==> config.mk <==
export PLATFORM = sky130hd
export DESIGN_NAME = instruction_fetch_unit_flat
export DESIGN_NICKNAME = d
export VERILOG_FILES = /design/src/rtl/instruction_fetch_unit_pkg.sv /design/src/rtl/instruction_fetch_unit_if.sv /design/src/rtl/instruction_fetch_unit_ifid.sv /design/src/rtl/instruction_fetch_unit.sv /design/src/flat_wrapper.sv
export SDC_FILE = /design/constraint.sdc
export NUM_CORES = 1
export LEC_CHECK = 0
export ABC_AREA = 1
export BUFFER_PORTS_ARGS = -buffer_cell sky130_fd_sc_hd__buf_4
export CAP_MARGIN = 20
export CORE_MARGIN = 4
export CORE_UTILIZATION = 44
export CTS_CLUSTER_SIZE = 16
export DETAILED_ROUTE_END_ITERATION = 8
export PLACE_DENSITY_LB_ADDON = 0.08
export SYNTH_ARGS = -nofsm -noshare
export SYNTH_HDL_FRONTEND = slang
export SYNTH_SLANG_ARGS = --single-unit
==> constraint.sdc <==
create_clock -name clk -period 1.7 [get_ports clk]
set_input_delay 0.085 -clock clk [delete_from_list [all_inputs] [get_ports clk]]
set_output_delay 0.085 -clock clk [all_outputs]
set_load 0.02 [all_outputs]
==> src/rtl/instruction_fetch_unit_pkg.sv <==
// ----------------------------------------------------------------------------
// instruction_fetch_unit_pkg
//   Shared MIPS fetch constants: program text base, NOP encoding and the
//   sequential PC increment, plus the PC-update selector used by the fetch
//   unit.
// ----------------------------------------------------------------------------
package instruction_fetch_unit_pkg;

   localparam logic [31:0] MIPS_TEXT_BASE = 32'h0040_0000;
   localparam logic [31:0] MIPS_NOP       = 32'h0000_0000;
   localparam int unsigned MIPS_PC_INCR   = 4;

   typedef enum logic [1:0] {
      PC_SEQ      = 2'd0,
      PC_HOLD     = 2'd1,
      PC_REDIRECT = 2'd2
   } pc_sel_e;

   // Redirect outranks stall; stall outranks sequential fetch.
   function automatic pc_sel_e pc_select(input logic redirect, input logic stall);
      if (redirect)   return PC_REDIRECT;
      else if (stall) return PC_HOLD;
      else            return PC_SEQ;
   endfunction

endpackage

==> src/rtl/instruction_fetch_unit_if.sv <==
// ----------------------------------------------------------------------------
// instruction_fetch_unit_if
//   Bundle of the fetch unit's pipeline-control, ROM and IF/ID signals.
//   master : the fetch unit (drives PC, ProgramAddress, IF/ID, AddressError)
//   slave  : the surrounding pipeline / ROM (drives Stall, Redirect,
//            RedirectTarget, Instruction)
// ----------------------------------------------------------------------------
interface instruction_fetch_unit_if #(
   parameter int unsigned DATA_WIDTH = 32
);
   logic                  Stall;
   logic                  Redirect;
   logic [DATA_WIDTH-1:0] RedirectTarget;
   logic [DATA_WIDTH-1:0] Instruction;
   logic [DATA_WIDTH-1:0] ProgramAddress;
   logic [DATA_WIDTH-1:0] PC;
   logic [DATA_WIDTH-1:0] IFID_Instruction;
   logic [DATA_WIDTH-1:0] IFID_PCPlus4;
   logic                  IFID_Valid;
   logic                  AddressError;

   modport master (
      input  Stall, Redirect, RedirectTarget, Instruction,
      output ProgramAddress, PC, IFID_Instruction, IFID_PCPlus4,
             IFID_Valid, AddressError
   );

   modport slave (
      output Stall, Redirect, RedirectTarget, Instruction,
      input  ProgramAddress, PC, IFID_Instruction, IFID_PCPlus4,
             IFID_Valid, AddressError
   );
endinterface

==> src/rtl/instruction_fetch_unit_ifid.sv <==
// ----------------------------------------------------------------------------
// ifid_pipeline_register
//   IF/ID pipeline register with load, hold and flush controls.
//   clk, reset     : clock, asynchronous active-low reset
//   load_i         : capture instr_i / pcplus4_i / valid_i
//   flush_i        : insert a bubble (valid=0, instr=NOP, pcplus4 holds);
//                    wins over load_i
//   neither        : hold
//   instr_o, pcplus4_o, valid_o : registered fields
// ----------------------------------------------------------------------------
module ifid_pipeline_register
   import instruction_fetch_unit_pkg::*;
#(
   parameter int unsigned DATA_WIDTH = 32
) (
   input  logic                  clk,
   input  logic                  reset,
   input  logic                  load_i,
   input  logic                  flush_i,
   input  logic [DATA_WIDTH-1:0] instr_i,
   input  logic [DATA_WIDTH-1:0] pcplus4_i,
   input  logic                  valid_i,
   output logic [DATA_WIDTH-1:0] instr_o,
   output logic [DATA_WIDTH-1:0] pcplus4_o,
   output logic                  valid_o
);

   logic [DATA_WIDTH-1:0] instr_q, instr_d;
   logic [DATA_WIDTH-1:0] pcplus4_q, pcplus4_d;
   logic                  valid_q, valid_d;

   always_comb begin
      instr_d   = instr_q;
      pcplus4_d = pcplus4_q;
      valid_d   = valid_q;
      if (flush_i) begin
         instr_d = DATA_WIDTH'(MIPS_NOP);
         valid_d = 1'b0;
      end else if (load_i) begin
         instr_d   = instr_i;
         pcplus4_d = pcplus4_i;
         valid_d   = valid_i;
      end
   end

   always_ff @(posedge clk or negedge reset) begin
      if (!reset) begin
         instr_q   <= '0;
         pcplus4_q <= '0;
         valid_q   <= 1'b0;
      end else begin
         instr_q   <= instr_d;
         pcplus4_q <= pcplus4_d;
         valid_q   <= valid_d;
      end
   end

   assign instr_o   = instr_q;
   assign pcplus4_o = pcplus4_q;
   assign valid_o   = valid_q;

endmodule

==> src/rtl/instruction_fetch_unit.sv <==
// ----------------------------------------------------------------------------
// instruction_fetch_unit
//   MIPS IF stage: PC register, ROM address generation, fetch legality check
//   and the IF/ID register. The program ROM is external and combinational.
//   clk   : clock, rising edge
//   reset : asynchronous active-low reset
//   fe    : master modport of instruction_fetch_unit_if
//           in : Stall, Redirect, RedirectTarget, Instruction
//           out: ProgramAddress (PC - TEXT_BASE), PC, IFID_Instruction,
//                IFID_PCPlus4, IFID_Valid, AddressError (sticky)
// ----------------------------------------------------------------------------
module instruction_fetch_unit
   import instruction_fetch_unit_pkg::*;
#(
   parameter int unsigned           DATA_WIDTH   = 32,
   parameter int unsigned           MEMORY_DEPTH = 50,
   parameter logic [DATA_WIDTH-1:0] TEXT_BASE    = DATA_WIDTH'(MIPS_TEXT_BASE)
) (
   input  logic                     clk,
   input  logic                     reset,
   instruction_fetch_unit_if.master fe
);

   localparam logic [DATA_WIDTH-1:0] ROM_BYTES = DATA_WIDTH'(MIPS_PC_INCR * MEMORY_DEPTH);
   localparam logic [DATA_WIDTH-1:0] PC_INCR   = DATA_WIDTH'(MIPS_PC_INCR);

   logic [DATA_WIDTH-1:0] pc_q, pc_d;
   logic                  aerr_q, aerr_d;
   logic [DATA_WIDTH-1:0] prog_addr;
   logic [DATA_WIDTH-1:0] pc_plus4;
   logic                  fetch_legal;
   logic                  misaligned_tgt;
   pc_sel_e               pc_sel;

   assign prog_addr      = pc_q - TEXT_BASE;
   assign pc_plus4       = pc_q + PC_INCR;
   // The offset compare alone would accept PCs below TEXT_BASE that wrap to
   // small offsets only if ROM_BYTES spanned the wrap; the explicit lower
   // bound keeps the check independent of that.
   assign fetch_legal    = (pc_q >= TEXT_BASE) && (prog_addr < ROM_BYTES);
   assign misaligned_tgt = |fe.RedirectTarget[1:0];
   assign pc_sel         = pc_select(fe.Redirect, fe.Stall);

   always_comb begin
      pc_d   = pc_q;
      aerr_d = aerr_q;
      case (pc_sel)
         PC_REDIRECT: begin
            pc_d = {fe.RedirectTarget[DATA_WIDTH-1:2], 2'b00};
            if (misaligned_tgt) aerr_d = 1'b1;
         end
         PC_HOLD: pc_d = pc_q;
         default: begin
            pc_d = pc_plus4;
            if (!fetch_legal) aerr_d = 1'b1;
         end
      endcase
   end

   always_ff @(posedge clk or negedge reset) begin
      if (!reset) begin
         pc_q   <= TEXT_BASE;
         aerr_q <= 1'b0;
      end else begin
         pc_q   <= pc_d;
         aerr_q <= aerr_d;
      end
   end

   ifid_pipeline_register #(
      .DATA_WIDTH (DATA_WIDTH)
   ) u_ifid (
      .clk       (clk),
      .reset     (reset),
      .load_i    (pc_sel == PC_SEQ),
      .flush_i   (pc_sel == PC_REDIRECT),
      .instr_i   (fe.Instruction),
      .pcplus4_i (pc_plus4),
      .valid_i   (fetch_legal),
      .instr_o   (fe.IFID_Instruction),
      .pcplus4_o (fe.IFID_PCPlus4),
      .valid_o   (fe.IFID_Valid)
   );

   assign fe.ProgramAddress = prog_addr;
   assign fe.PC             = pc_q;
   assign fe.AddressError   = aerr_q;

endmodule

==> src/flat_wrapper.sv <==
// flat-port wrapper written by rule: the top's interface ports become plain ports
module instruction_fetch_unit_flat import instruction_fetch_unit_pkg::*;
#(
   parameter int unsigned           DATA_WIDTH   = 32,
   parameter int unsigned           MEMORY_DEPTH = 50,
   parameter logic [DATA_WIDTH-1:0] TEXT_BASE    = DATA_WIDTH'(MIPS_TEXT_BASE)
)
  (clk, reset, fe_Stall, fe_Redirect, fe_RedirectTarget, fe_Instruction, fe_ProgramAddress, fe_PC, fe_IFID_Instruction, fe_IFID_PCPlus4, fe_IFID_Valid, fe_AddressError);
  instruction_fetch_unit_if #(.DATA_WIDTH(DATA_WIDTH)) fe_i ();
  input  logic clk;
  input  logic reset;
  input wire logic [$bits(fe_i.Stall)-1:0] fe_Stall;
  input wire logic [$bits(fe_i.Redirect)-1:0] fe_Redirect;
  input wire logic [$bits(fe_i.RedirectTarget)-1:0] fe_RedirectTarget;
  input wire logic [$bits(fe_i.Instruction)-1:0] fe_Instruction;
  output wire logic [$bits(fe_i.ProgramAddress)-1:0] fe_ProgramAddress;
  output wire logic [$bits(fe_i.PC)-1:0] fe_PC;
  output wire logic [$bits(fe_i.IFID_Instruction)-1:0] fe_IFID_Instruction;
  output wire logic [$bits(fe_i.IFID_PCPlus4)-1:0] fe_IFID_PCPlus4;
  output wire logic [$bits(fe_i.IFID_Valid)-1:0] fe_IFID_Valid;
  output wire logic [$bits(fe_i.AddressError)-1:0] fe_AddressError;
  assign fe_i.Stall = fe_Stall;
  assign fe_i.Redirect = fe_Redirect;
  assign fe_i.RedirectTarget = fe_RedirectTarget;
  assign fe_i.Instruction = fe_Instruction;
  assign fe_ProgramAddress = fe_i.ProgramAddress;
  assign fe_PC = fe_i.PC;
  assign fe_IFID_Instruction = fe_i.IFID_Instruction;
  assign fe_IFID_PCPlus4 = fe_i.IFID_PCPlus4;
  assign fe_IFID_Valid = fe_i.IFID_Valid;
  assign fe_AddressError = fe_i.AddressError;
  instruction_fetch_unit #(.DATA_WIDTH(DATA_WIDTH), .MEMORY_DEPTH(MEMORY_DEPTH), .TEXT_BASE(TEXT_BASE)) u_core (.clk(clk), .reset(reset), .fe(fe_i));
endmodule
### Word-level counts from Yosys, hierarchy flattened

Index checks and enable logic that the tools add are counted.
Widths: inputs -> output; s select.

* $add $sub $neg: 2
* magnitude comparators: 2
* eq/ne operators: 4
* bitwise gates (word level): 2
* mux-type cells: 10
* reduce and logical (&&, ||, !) cells: 6

Operators with widths (count)
* $mux 32: 2
* $pmux 32 s2: 1
* $add 32x3->32 const B: 1
* $ge 32x23->1 const B: 1
* $lt 32x8->1 const B: 1
* $sub 32x23->32 const B: 1
* $mux 1: 5
* $reduce_and 3->1: 1
* $eq 2x1->1 const B: 1
* $eq 2x2->1 const B: 1
* $logic_not 2->1: 1
* $mux 2: 1
* $ne 2x1->1 const B: 1
* $ne 2x2->1 const B: 1
* $not 1->1: 2
* $pmux 1 s2: 1
* $reduce_and 2->1: 1
* $reduce_bool 2->1: 1
* $reduce_or 2->1: 1
* $logic_and 1x1->1: 1

* register bits: 98
* logic and storage cells: 31

### Logic depth before layout (Yosys ltp)

Gate-level depths: netlist of the first run.

* depth after elaboration: 5
* mapped depth: 13
* depth with buffers taken out: 13

### Modules after synthesis

From an unflattened synthesis of the first run, not the netlist that was laid out.

* cells, all modules: 715
* area, all modules: 5271.3 µm²

By module, submodules not included
* instruction_fetch_unit: area each 2700.1 µm², sequential area each 777.0 µm², cells each 432, instances 1
* ifid_pipeline_register: area each 2571.2 µm², sequential area each 1626.6 µm², cells each 283, instances 1

### Worst setup path before layout of the first run

OpenSTA, ideal clock, no wires.

* path kind: flip-flop to flip-flop
* start: register u_core.pc_q[22], in the netlist u_core.fe.PC[22]
* end: register u_core.aerr_q, in the netlist u_core.fe.AddressError
* path slack: -0.265 ns
* cell stages (with the launch flop): 13
* buffers on the path: 0
* library setup time: 0.117 ns
* required time: 1.583 ns
* arrival: 1.848 ns
* cells stage by stage: dfstp_2 inv_1 ha_1 nand2_1 nand2_1 nor2_1 nand2_1 nor2_1 nand2_1 nor2_1 nand3_1 nand2_1 nand2_1

* cells in the longest elaborated chain, start to end: 5
* elaborated cells between the ends (all ways): 6
* classes of those cells: 1 x add/sub; 2 x order compare; 1 x eq/ne; 2 x reduce/logical

RTL lines
* start, declared: RTL line instruction_fetch_unit.sv:27 `logic [DATA_WIDTH-1:0] pc_q, pc_d;`
* start signal, assigned: RTL line instruction_fetch_unit.sv:65 `pc_q <= pc_d;`
* $sub 32x23->32: RTL line instruction_fetch_unit.sv:35 `assign prog_addr = pc_q - TEXT_BASE;`
* named net fe_ProgramAddress[22]: RTL line flat_wrapper.sv:16 `output wire logic [$bits(fe_i.ProgramAddress)-1:0] fe_ProgramAddress;`
* $lt 32x8->1: RTL line instruction_fetch_unit.sv:40 `assign fetch_legal = (pc_q >= TEXT_BASE) && (prog_addr < ROM_BYTES);`
* $logic_and 1x1->1: RTL line instruction_fetch_unit.sv:40
* $ne 2x2->1 (no source line)
* $reduce_and 3->1 (no source line)
* end signal, assigned: RTL line instruction_fetch_unit.sv:66 `aerr_q <= aerr_d;`
* end, declared: RTL line instruction_fetch_unit.sv:28 `logic aerr_q, aerr_d;`

The timed path passes the listed nets, and every way through them passes these cells.
A chain may end at the register's enable or synchronous reset.

### Worst setup path after layout of the first run

* start: register u_core.pc_q[22], in the netlist u_core.fe.PC[22]
* end: register u_core.u_ifid.pcplus4_q[30], in the netlist u_core.u_ifid.pcplus4_o[30]

* cells in the longest elaborated chain, start to end: 1

RTL lines
* $add 32x3->32: RTL line instruction_fetch_unit.sv:36 `assign pc_plus4 = pc_q + PC_INCR;`
* end signal, assigned: RTL line instruction_fetch_unit_ifid.sv:53 `pcplus4_q <= pcplus4_d;`
* end, declared: RTL line instruction_fetch_unit_ifid.sv:29 `logic [DATA_WIDTH-1:0] pcplus4_q, pcplus4_d;`

No other way between the ends.

==> results of run 1 <==
==> per-layer routing <==
layer | global-route usage, % | wire length (µm) | up-vias
li1 | - | - | 2457
met5 | 0 | 0 | -
met3 | 5.99 | 1130 | 30
met4 | 10.3 | 425 | 0
met2 | 42.7 | 7880 | 173
met1 | 31.4 | 6840 | 2398
==> layout by cell type (no fill, tap or decap), types with 2 or more instances in the layout <==
cell type      instances
a21oi_1                7
a22o_1                32
and3_1                 2
buf_12                 3
buf_4                221
buf_6                 12
clkbuf_8               9
clkinv_2               3
clkinvlp_4             3
conb_1                 6
dfrtp_1               85
dfrtp_2                8
dlygate4sd3_1         61
ha_4                   3
inv_1                 43
inv_2                  2
inv_6                  2
nand2_1              206
nand2_2               12
nand2_4                4
nand3_1               32
nand3_2                3
nand3b_1               2
nand4_1                3
nor2_1                47
nor2_2                12
nor2_4                 9
nor3_1                 3
nor3_2                 4
o211ai_1               9
o21ai_0               12
o21ai_1                2
xor2_1                14
==> cell type report <==
| cell class | count | area, µm² |
|---|---|---|
| Fill cell | 906 | 3220 |
| Timing Repair Buffer | 297 | 2460 |
| Sequential cell | 94 | 2360 |
| Multi-Input combinational cell | 431 | 2310 |
| Inverter | 48 | 186 |
| Tap cell | 140 | 175 |
| Clock buffer | 9 | 124 |
| Clock inverter | 7 | 47.5 |
==> what timing repair did <==
item | in CTS | in global routing
hold buffers | 61 | 0
setup buffers | 5 | 2
setup endpoints to repair | 11 | 44
pin swaps | 4 | 20
resized for setup | 20 | 46
hold endpoints to repair | 153 | 0
==> worst max-delay path, cell delays in order, from the launching register on <==
cell and delay [ns]:
dfstp_2 0.58, buf_6 0.15, buf_12 0.11, ha_4 0.13
inv_4 0.04, nor2_4 0.08, nand4_1 0.14, nor2_2 0.14
nand2_1 0.08, xor2_1 0.14, nand2_1 0.08, nand2_1 0.06
==> per-stage QoR <==
| step | cell area (µm²) | power, mW | setup TNS [ns] |
|---|---|---|---|
| after floorplan | 4970 | 3.72 | -0.283 |
| after global placement | 6600 | 4.61 | -0.104 |
| after detailed placement | 6600 | 4.62 | -0.118 |
| after CTS | 7490 | 6.17 | -0.853 |
| after global routing | 7670 | 6.53 | -2.34 |
| final | 7670 | 6.19 | -0.848 |
==> where the power goes <==
group | leakage (nW) | total (mW) | internal, mW | switching, mW
registers | 1.18 | 2.68 | 2.47 | 0.217
clock network | 0.0858 | 1.35 | 0.534 | 0.819
logic | 2.70 | 2.15 | 0.968 | 1.18
==> cell families after synthesis <==
family	share of synthesized area (%)
adder cells (fa/ha/maj)	1.02
buffers and inverters	9.82
XOR/XNOR	2.86
other	0.0764
AND/OR/NAND/NOR	28.9
AO/OA/AOI/OAI	9.39
flip-flops	48.0
==> worst max path at each step <==
stage	start	to	slack (ns)	cells after the start
final	u_core.fe.PC[22]	u_core.u_ifid.pcplus4_o[30]	-0.14	11
after global routing	u_core.fe.PC[22]	u_core.fe.AddressError	-0.22	13
after CTS	u_core.fe.PC[22]	u_core.u_ifid.pcplus4_o[30]	-0.11	10
after detailed placement	u_core.fe.PC[22]	u_core.fe.PC[30]	-0.05	9
after global placement	u_core.fe.PC[22]	u_core.u_ifid.pcplus4_o[30]	-0.05	9
after floorplan	u_core.fe.PC[22]	u_core.fe.AddressError	-0.15	12
==> flip-flops by register name, summed over array words and instances, names as in the netlist <==
signal,flops
u_core.u_ifid.valid_o,1
u_core.fe.AddressError,1
u_core.u_ifid.instr_o,32
u_core.fe.PC,30
u_core.u_ifid.pcplus4_o,30
==> impl_metrics.yaml, run 1 <==
global_routing:
  globalRouteTotalUtil_pct: 25.4
  grt_max_degree: 95
  grt_pass1_vias: 5253
  grt_remaining_overflow: 0
  antenna_found_initial: 0
  grt_pass1_wl_um: 25900
drt:
  dr.pass1.iters: 5
  route.vias.total: 5058
  drt_iter0_drc: 238
  wirelength_um: 16300
  antenna_left: 0
  drt-vias-per-instance: 4.93
  drc: 0
  wire_per_inst_um: 15.9
yosys:
  synth_edf_count: 0
  seq_area_frac_synth_pct: 48.0
  ys.flop_type: "dfrtp_1"
  async_flop_share_pct: 100
  synth.top_cells.by_count: "nand2_1 (218), dfrtp_1 (93), nor2_1 (62)"
  syn_area_um2: 4910
  syn_inst: 613
  synth.largest_area_cell: "dfrtp_1"
  synth-seq-cells: 94
  syn_avg_cell_area_um2: 8.00
  yosys_warnings: 0
  yosysUniqueCellTypes: 33
  yosysMostFrequentCell: "nand2_1"
  synth_top_area_share_pct: 47.4
  synthTopCellsByArea: "dfrtp_1 (47%), nand2_1 (17%), a22o_1 (5.7%), nor2_1 (4.7%), buf_4 (4.3%)"
die:
  placementRows: 38
  boundaryPins: 198
  die-area_um2: 12900
  design.core.area_um2: 10900
  initial_core_util_pct: 45.1
  die_h_um: 114
  die-width_um: 114
sta:
  slew_headroom_pct: 56.2
  fin_crit_sh_pct: 108
  fmax_ghz: 0.545
  clock_skew_ns: 0.0121
  grt_setup_unrepaired: "yes"
  tightest_slew_ns: 0.658
  hold_slack_ns: 0.0298
  drv_slew: 0
  min_period_ns: 1.84
  setup_slack_ns: -0.136
  final-hold-violation-count: 0
  finalSetupViolations: 11
run:
  drv_cap: 0
run_status:
  violations: "negative setup slack"
  status: "complete, but fails checks"
power_and_ir_drop:
  ir_drop_mv: 0.571
  power.leakage_nw: 3.97
  pwr_density_cell_nw_per_um2: 806
critical_path:
  critPathKind: "flip-flop to flip-flop"
  setup.worst_path.end_class: "flip-flop"
  rrSetupSlack_ns: -0.14
  critPathArrivalTime_ns: 2.10
  timing.rr.end: "u_core.u_ifid.pcplus4_o[30]"
  start_kind: "flip-flop"
  reg2reg_depth: 11
  cp_max_fo: 3
  worstReg2RegStart: "u_core.fe.PC[22]"
  cp.required_ns: 1.97
placement:
  place_ws_ns: -0.0501
  gp_congestion: 0.910
  place_hpwl_um: 11300
  port-buffer-count: 191
  dp_cells: 942
layout:
  fin_util_pct: 70.5
  drive_above_1_share_pct: 35.8
  final-instance-count-excl-fill: 1026
  antennaDiodeCount: 0
  fin_nets: 953
  area_delta_synth_final_pct: 56.4
clock_network:
  clkTransAtPathRegs_ns: 0.09
  cts-buffers-inserted: 9
  insertion_delay_ns: 0.38
  cts_sinks: 94
  cts_tree: "yes"
  ctsRootBufferMaster: "clkbuf_8"
  cts_buffer_depth: 2
  htree_num_levels: 3
hold_path:
  hold_path_depth: 5
  hp-class: "input port to flip-flop"
  holdCritStartpoint: "fe_RedirectTarget[19]"
  whs_endpoint: "u_core.fe.PC[19]"
(Power assumes the default switching activity.)
==> run 2: changes to the inputs <==
- SETUP_SLACK_MARGIN: unset -> 0.1
- SLEW_MARGIN: unset -> 20
==> run 2 against run 1 <==
Compared with the run above: the run still ends with negative setup slack left; design area grew 3.5%; core utilization rose by 2.5 points; sequential share of layout area is 0.97 points lower; final cell count up 1.8%; via count grew 3.0%; clock-buffer cell count rose by 2; sequential power hardly changed; power grew 4.8%; maximum frequency increased by 1.8%; critical endpoint is now fe_ProgramAddress[30].
==> impl_metrics.yaml, run 2 (same netlist as run 1, synthesis figures left out) <==
die:
  die-width_um: 114
  design.core.area_um2: 10900
  boundaryPins: 198
  placementRows: 38
  initial_core_util_pct: 45.1
  die_h_um: 114
  die-area_um2: 12900
layout:
  largest_reg_flops: 32
  postLayoutCellArea_um2: 7940
  drive_above_1_share_pct: 41.3
  fin_util_pct: 72.9
  area_delta_synth_final_pct: 61.8
  multi_input_comb_area_um2: 2420
  final-instance-count-excl-fill: 1044
  seq_area_um2: 2370
  antennaDiodeCount: 0
  mostFrequentLayoutCells: "buf_4 (244), nand2_1 (197), dfrtp_1 (80)"
  fin_nets: 972
  layout_commonest_cell: "buf_4"
  fill_cells: 854
critical_path:
  critPathKind: "flip-flop to primary output"
  setup.worst_path.end_class: "primary output"
  critPathArrivalTime_ns: 1.72
  cp_max_fo: 4
  start_kind: "flip-flop"
  cp.required_ns: 1.62
sta:
  clock_skew_ns: 0.00868
  finalSetupViolations: 12
  hold_slack_ns: 0.00839
  slew_headroom_pct: 55.9
  fin_crit_sh_pct: 106
  grt_setup_unrepaired: "yes"
  setup_slack_ns: -0.104
  drv_slew: 0
  min_period_ns: 1.80
  tightest_slew_ns: 0.661
  final-hold-violation-count: 0
  fmax_ghz: 0.554
drt:
  dr_wl_met2_um: 8240
  dr_wl_met3_um: 1200
  highest_layer: "met4"
  antenna_left: 0
  wire_per_inst_um: 16.0
  wirelength_um: 16700
  drt-vias-per-instance: 4.99
  m1WireLength_um: 6950
  dr.pass1.iters: 7
  drt_iter0_drc: 275
  drc: 0
  route.vias.total: 5211
global_routing:
  grt_pass1_wl_um: 26200
  grt_max_degree: 58
  antenna_found_initial: 0
  globalRouteTotalUtil_pct: 25.6
  grt_remaining_overflow: 0
  grt_pass1_vias: 5191
power_and_ir_drop:
  p_int_mw: 4.24
  p_clk_share_pct: 24.3
  power_mw: 6.48
  ir_drop_mv: 0.453
  sequentialPowerShare_pct: 41.5
  power.leakage_nw: 4.11
  pwr_density_cell_nw_per_um2: 817
  switching_share_pct: 34.6
  p_sw_mw: 2.24
  comb_power_share_pct: 34.2
clock_network:
  cts-buffers-inserted: 9
  insertion_delay_ns: 0.37
  cts_buffer_depth: 2
  cts_tree: "yes"
  clkTransAtPathRegs_ns: 0.10
  ctsRootBufferMaster: "clkbuf_8"
  cts_sinks: 94
  htree_num_levels: 3
run_status:
  violations: "negative setup slack"
  status: "complete, but fails checks"
placement:
  placed_cell_area_um2: 6620
  dp_cells: 946
  place_hpwl_um: 11700
  gp_congestion: 0.934
  port-buffer-count: 191
run:
  drv_cap: 0
hold_path:
  hp-class: "input port to flip-flop"
[run 2: path summary, 6_finish.rpt]
path,startpoint,end,slack (ns),depth (start not counted)
max,u_core.fe.PC[22],fe_ProgramAddress[30],-0.10,8
min,fe_RedirectTarget[25],u_core.fe.PC[25],0.008,5
max reg2reg,u_core.fe.PC[22],u_core.fe.AddressError,-0.06,13
min reg2reg,u_core.u_ifid.pcplus4_o[19],u_core.u_ifid.pcplus4_o[19],0.49,2
max in group asynchronous,reset,u_core.fe.PC[11],0.94,3
min in group asynchronous,reset,u_core.u_ifid.pcplus4_o[3],0.15,2
[run 2: through the flow]
step,setup slack [ns],setup TNS (ns)
after floorplan,-0.149,-0.283
after global placement,-0.0732,-0.253
after detailed placement,-0.0610,-0.154
after CTS,-0.114,-0.741
after global routing,-0.189,-2.01
final,-0.104,-0.708
[run 2: worst max-delay path, cell delays in order (launching register included)]
cell,delay (ns)
dfstp_2,0.58
clkinvlp_4,0.12
ha_4,0.19
nand2_4,0.06
nor2_2,0.05
nand2_1,0.07
nand2_2,0.07
nand2_4,0.08
buf_6,0.11
[run 2: repair_timing]
action | 4_1_cts | 5_1_grt
hold buffers | 58 | 0
hold endpoints to repair | 150 | 0
setup endpoints to repair | 37 | 50
resized for setup | 44 | 62
setup buffers | 10 | 15
gates cloned | 0 | 0
pin swaps | 19 | 45
[run 2: power groups by stage]
| stage | sequential (mW) | clock, mW | combinational, mW |
|---|---|---|---|
| 2_1_floorplan | 2.98 | 0 | 0.745 |
| 3_3_place_gp | 2.71 | 0 | 1.90 |
| 3_5_place_dp | 2.72 | 0 | 1.91 |
| 4_1_cts | 2.68 | 1.61 | 2.12 |
| 5_1_grt | 2.72 | 1.69 | 2.38 |
| 6_report | 2.69 | 1.57 | 2.22 |
[run 2: cell type report]
type                       instances  share of cell area, %
clock buffer                      11                   1.91
multi-input combinational        431                   30.5
inverter                          48                   2.35
timing repair buffer             316                   32.5
sequential                        94                   29.8
tap                              140                   2.21
clock inverter                     4                  0.693
[run 2: metal layers]
metal | vias to the layer above | GRT usage [%]
met5 | - | 0
met4 | 0 | 7.37
met3 | 29 | 5.04
met2 | 204 | 44.5
met1 | 2478 | 32.4
li1 | 2500 | -
==> run 3: changes to the inputs <==
- ABC_AREA: 1 -> unset
- CORE_UTILIZATION: 44 -> 45
==> run 3 against run 2 <==
Compared with the run above: the flow still finishes with violations (negative setup slack); clock-buffer cell count rose by 1; setup slack got worse by 0.19 ns; via count rose by 12%; design area rose by 16%; non-clock buffer count rose by 58; first-iteration DRC count rose by 76%; sequential power barely moved; maximum frequency fell by 9.4%; clock power rose by 33%; global-route usage rose by 3.4 points; highest routed layer unchanged.
==> impl_metrics.yaml, run 3 <==
critical_path:
  start_kind: "flip-flop"
  path_depth: 6
  cp.required_ns: 1.93
  cp_top_family: "flip-flops"
  crit_path_end: "u_core.fe.AddressError"
  critPathKind: "flip-flop to flip-flop"
  worst-path-buf-inv: 1
  reg2reg_depth: 6
  worstReg2RegStart: "u_core.fe.PC[22]"
  critPathArrivalTime_ns: 2.22
  rrSetupSlack_ns: -0.29
  crit_path_start: "u_core.fe.PC[22]"
  timing.rr.end: "u_core.fe.AddressError"
  cp_max_fo: 4
  cpPeakStageDelay_ns: 0.60
  path_cells: "clkinvlp_4, ha_4, xor2_4, nor4_2, nand4_1, o41a_1"
  setup.worst_path.end_class: "flip-flop"
  cpMaxStageDelayCell: "dfstp_2"
power_and_ir_drop:
  power.leakage_nw: 4.21
  p_sw_mw: 2.39
  p_clk_share_pct: 28.9
  pwr_density_cell_nw_per_um2: 786
  comb_power_share_pct: 34.3
  sequentialPowerShare_pct: 36.8
  switching_share_pct: 33.1
  ir_drop_mv: 0.941
  power_mw: 7.23
  p_int_mw: 4.84
yosys:
  synth_top_area_share_pct: 44.2
  syn_avg_cell_area_um2: 9.19
  yosys_warnings: 0
  synth-seq-cells: 94
  yosysMostFrequentCell: "dfrtp_1"
  syn_inst: 573
  seq_area_frac_synth_pct: 44.7
  ys.flop_type: "dfrtp_1"
  synth.largest_area_cell: "dfrtp_1"
  synth_edf_count: 0
  syn_area_um2: 5270
  synthTopCellsByArea: "dfrtp_1 (44%), mux2i_1 (6.3%), nor2_1 (5.1%), buf_4 (4.7%), o21ai_0 (3.8%)"
  yosysUniqueCellTypes: 50
  synth.top_cells.by_count: "dfrtp_1 (93), nor2_1 (71), nand2_1 (48)"
  async_flop_share_pct: 100
layout:
  fin_util_pct: 80.6
  fin_nets: 959
  drive_above_1_share_pct: 51.1
  area_delta_synth_final_pct: 74.8
  mostFrequentLayoutCells: "buf_4 (282), dfrtp_1 (74), nor2_1 (68)"
  largest_reg_flops: 32
  postLayoutCellArea_um2: 9200
  final-instance-count-excl-fill: 1034
  antennaDiodeCount: 0
  fill_cells: 697
  layout_commonest_cell: "buf_4"
die:
  die-area_um2: 13500
  die_h_um: 116
  boundaryPins: 198
  design.core.area_um2: 11400
  placementRows: 39
  initial_core_util_pct: 46.1
  die-width_um: 116
global_routing:
  grt_pass1_wl_um: 30300
  grt_pass1_vias: 5778
  grt_max_degree: 49
  antenna_found_initial: 0
  globalRouteTotalUtil_pct: 29.0
  grt_remaining_overflow: 0
sta:
  finalSetupViolations: 42
  min_period_ns: 1.99
  setup_slack_ns: -0.292
  fmax_ghz: 0.502
  final-hold-violation-count: 0
  clock_skew_ns: 0.00894
  grt_setup_unrepaired: "yes"
  fin_crit_sh_pct: 117
  hold_slack_ns: 0.00312
  drv_slew: 0
drt:
  antenna_left: 0
  drt_iter0_drc: 483
  dr.pass1.iters: 5
  drc: 0
  wire_per_inst_um: 19.8
  route.vias.total: 5843
  drt-vias-per-instance: 5.65
  wirelength_um: 20400
hold_path:
  hp-class: "input port to flip-flop"
placement:
  dp_cells: 933
  placed_cell_area_um2: 7380
  place_hpwl_um: 12700
  gp_congestion: 0.872
  port-buffer-count: 191
run_status:
  violations: "negative setup slack"
  status: "complete, but fails checks"
clock_network:
  ctsRootBufferMaster: "clkbuf_16"
  clkTransAtPathRegs_ns: 0.07
  cts_tree: "yes"
  insertion_delay_ns: 0.35
  cts_buffer_depth: 2
  cts-buffers-inserted: 9
  htree_num_levels: 3
  cts_sinks: 94
run:
  drv_cap: 0
## run 3: cell types whose count changed after synthesis, moves of 27 or more
cell / before / now
o21ai_0: 13 / 40
nand2_1: 218 / 48
inv_1: 46 / 8
mux2i_1: 0 / 33
a31oi_1: 0 / 28
a22o_1: 32 / 0
## run 3: worst min path at each step
stage / start / endpoint / slack [ns] / cells past startpoint
after global placement: reset / u_core.u_ifid.pcplus4_o[2] / 0.07 / 1
after floorplan: reset / u_core.fe.AddressError / -0.21 / 0
after global routing: fe_RedirectTarget[24] / u_core.fe.PC[24] / 0.003 / 3
after detailed placement: reset / u_core.u_ifid.pcplus4_o[2] / 0.07 / 1
after CTS: fe_RedirectTarget[16] / u_core.fe.PC[16] / 0.0006 / 3
final: fe_RedirectTarget[30] / u_core.fe.PC[30] / 0.003 / 3
## run 3: power by group through the flow
stage / Combinational [mW] / Clock [mW] / Sequential, mW
after floorplan: 0.847 / 0 / 2.96
after global placement: 2.05 / 0 / 2.68
after detailed placement: 2.08 / 0 / 2.69
after CTS: 2.31 / 2.11 / 2.65
after global routing: 2.64 / 2.19 / 2.69
final: 2.48 / 2.09 / 2.66
## run 3: layout make-up
cell class	count	area, µm²	area share [%]
sequential	94	2380	25.8
tap	143	179	1.94
timing repair buffer	374	3200	34.8
clock buffer	12	256	2.79
clock inverter	3	45.0	0.489
inverter	8	33.8	0.367
multi-input combinational	400	3110	33.8
## run 3: cells by family after synthesis
logic type / share of synthesized area, %
other cells: 0.0712
xor+xnor: 4.99
simple gates: 22.2
flops: 44.7
compound gates: 11.9
fa+ha+maj: 0.951
mux: 6.27
buf+inv: 8.96
## run 3: per-stage QoR
| stage | TNS [ns] | worst slack, ns |
|---|---|---|
| global placement | -1.77 | -0.158 |
| floorplan | -5.14 | -0.413 |
| global route | -9.17 | -0.334 |
| finish | -6.82 | -0.292 |
| CTS | -3.44 | -0.213 |
| detailed placement | -2.89 | -0.242 |
## run 3: metal layers
metal  vias to the layer above  GRT usage (%)  share of wire [%]
li1                       2639              -                  -
met1                      2845           37.0                 39
met2                       300           47.9                 48
met3                        59           7.36                9.4
met4                         0           10.4                2.8
met5                         -              0                  0
## run 3: what timing repair did
item,CTS,global route
hold buffers,51,0
setup endpoints to repair,45,56
pin swaps,36,34
setup buffers,17,18
cloned,4,0
resized for setup,69,80
endpoints found under the hold margin,79,0
## run 3: tightest hold or removal path: stages
cell	delay, ns
buf_4	0.11
nor2_1	0.07
a31oi_1	0.05
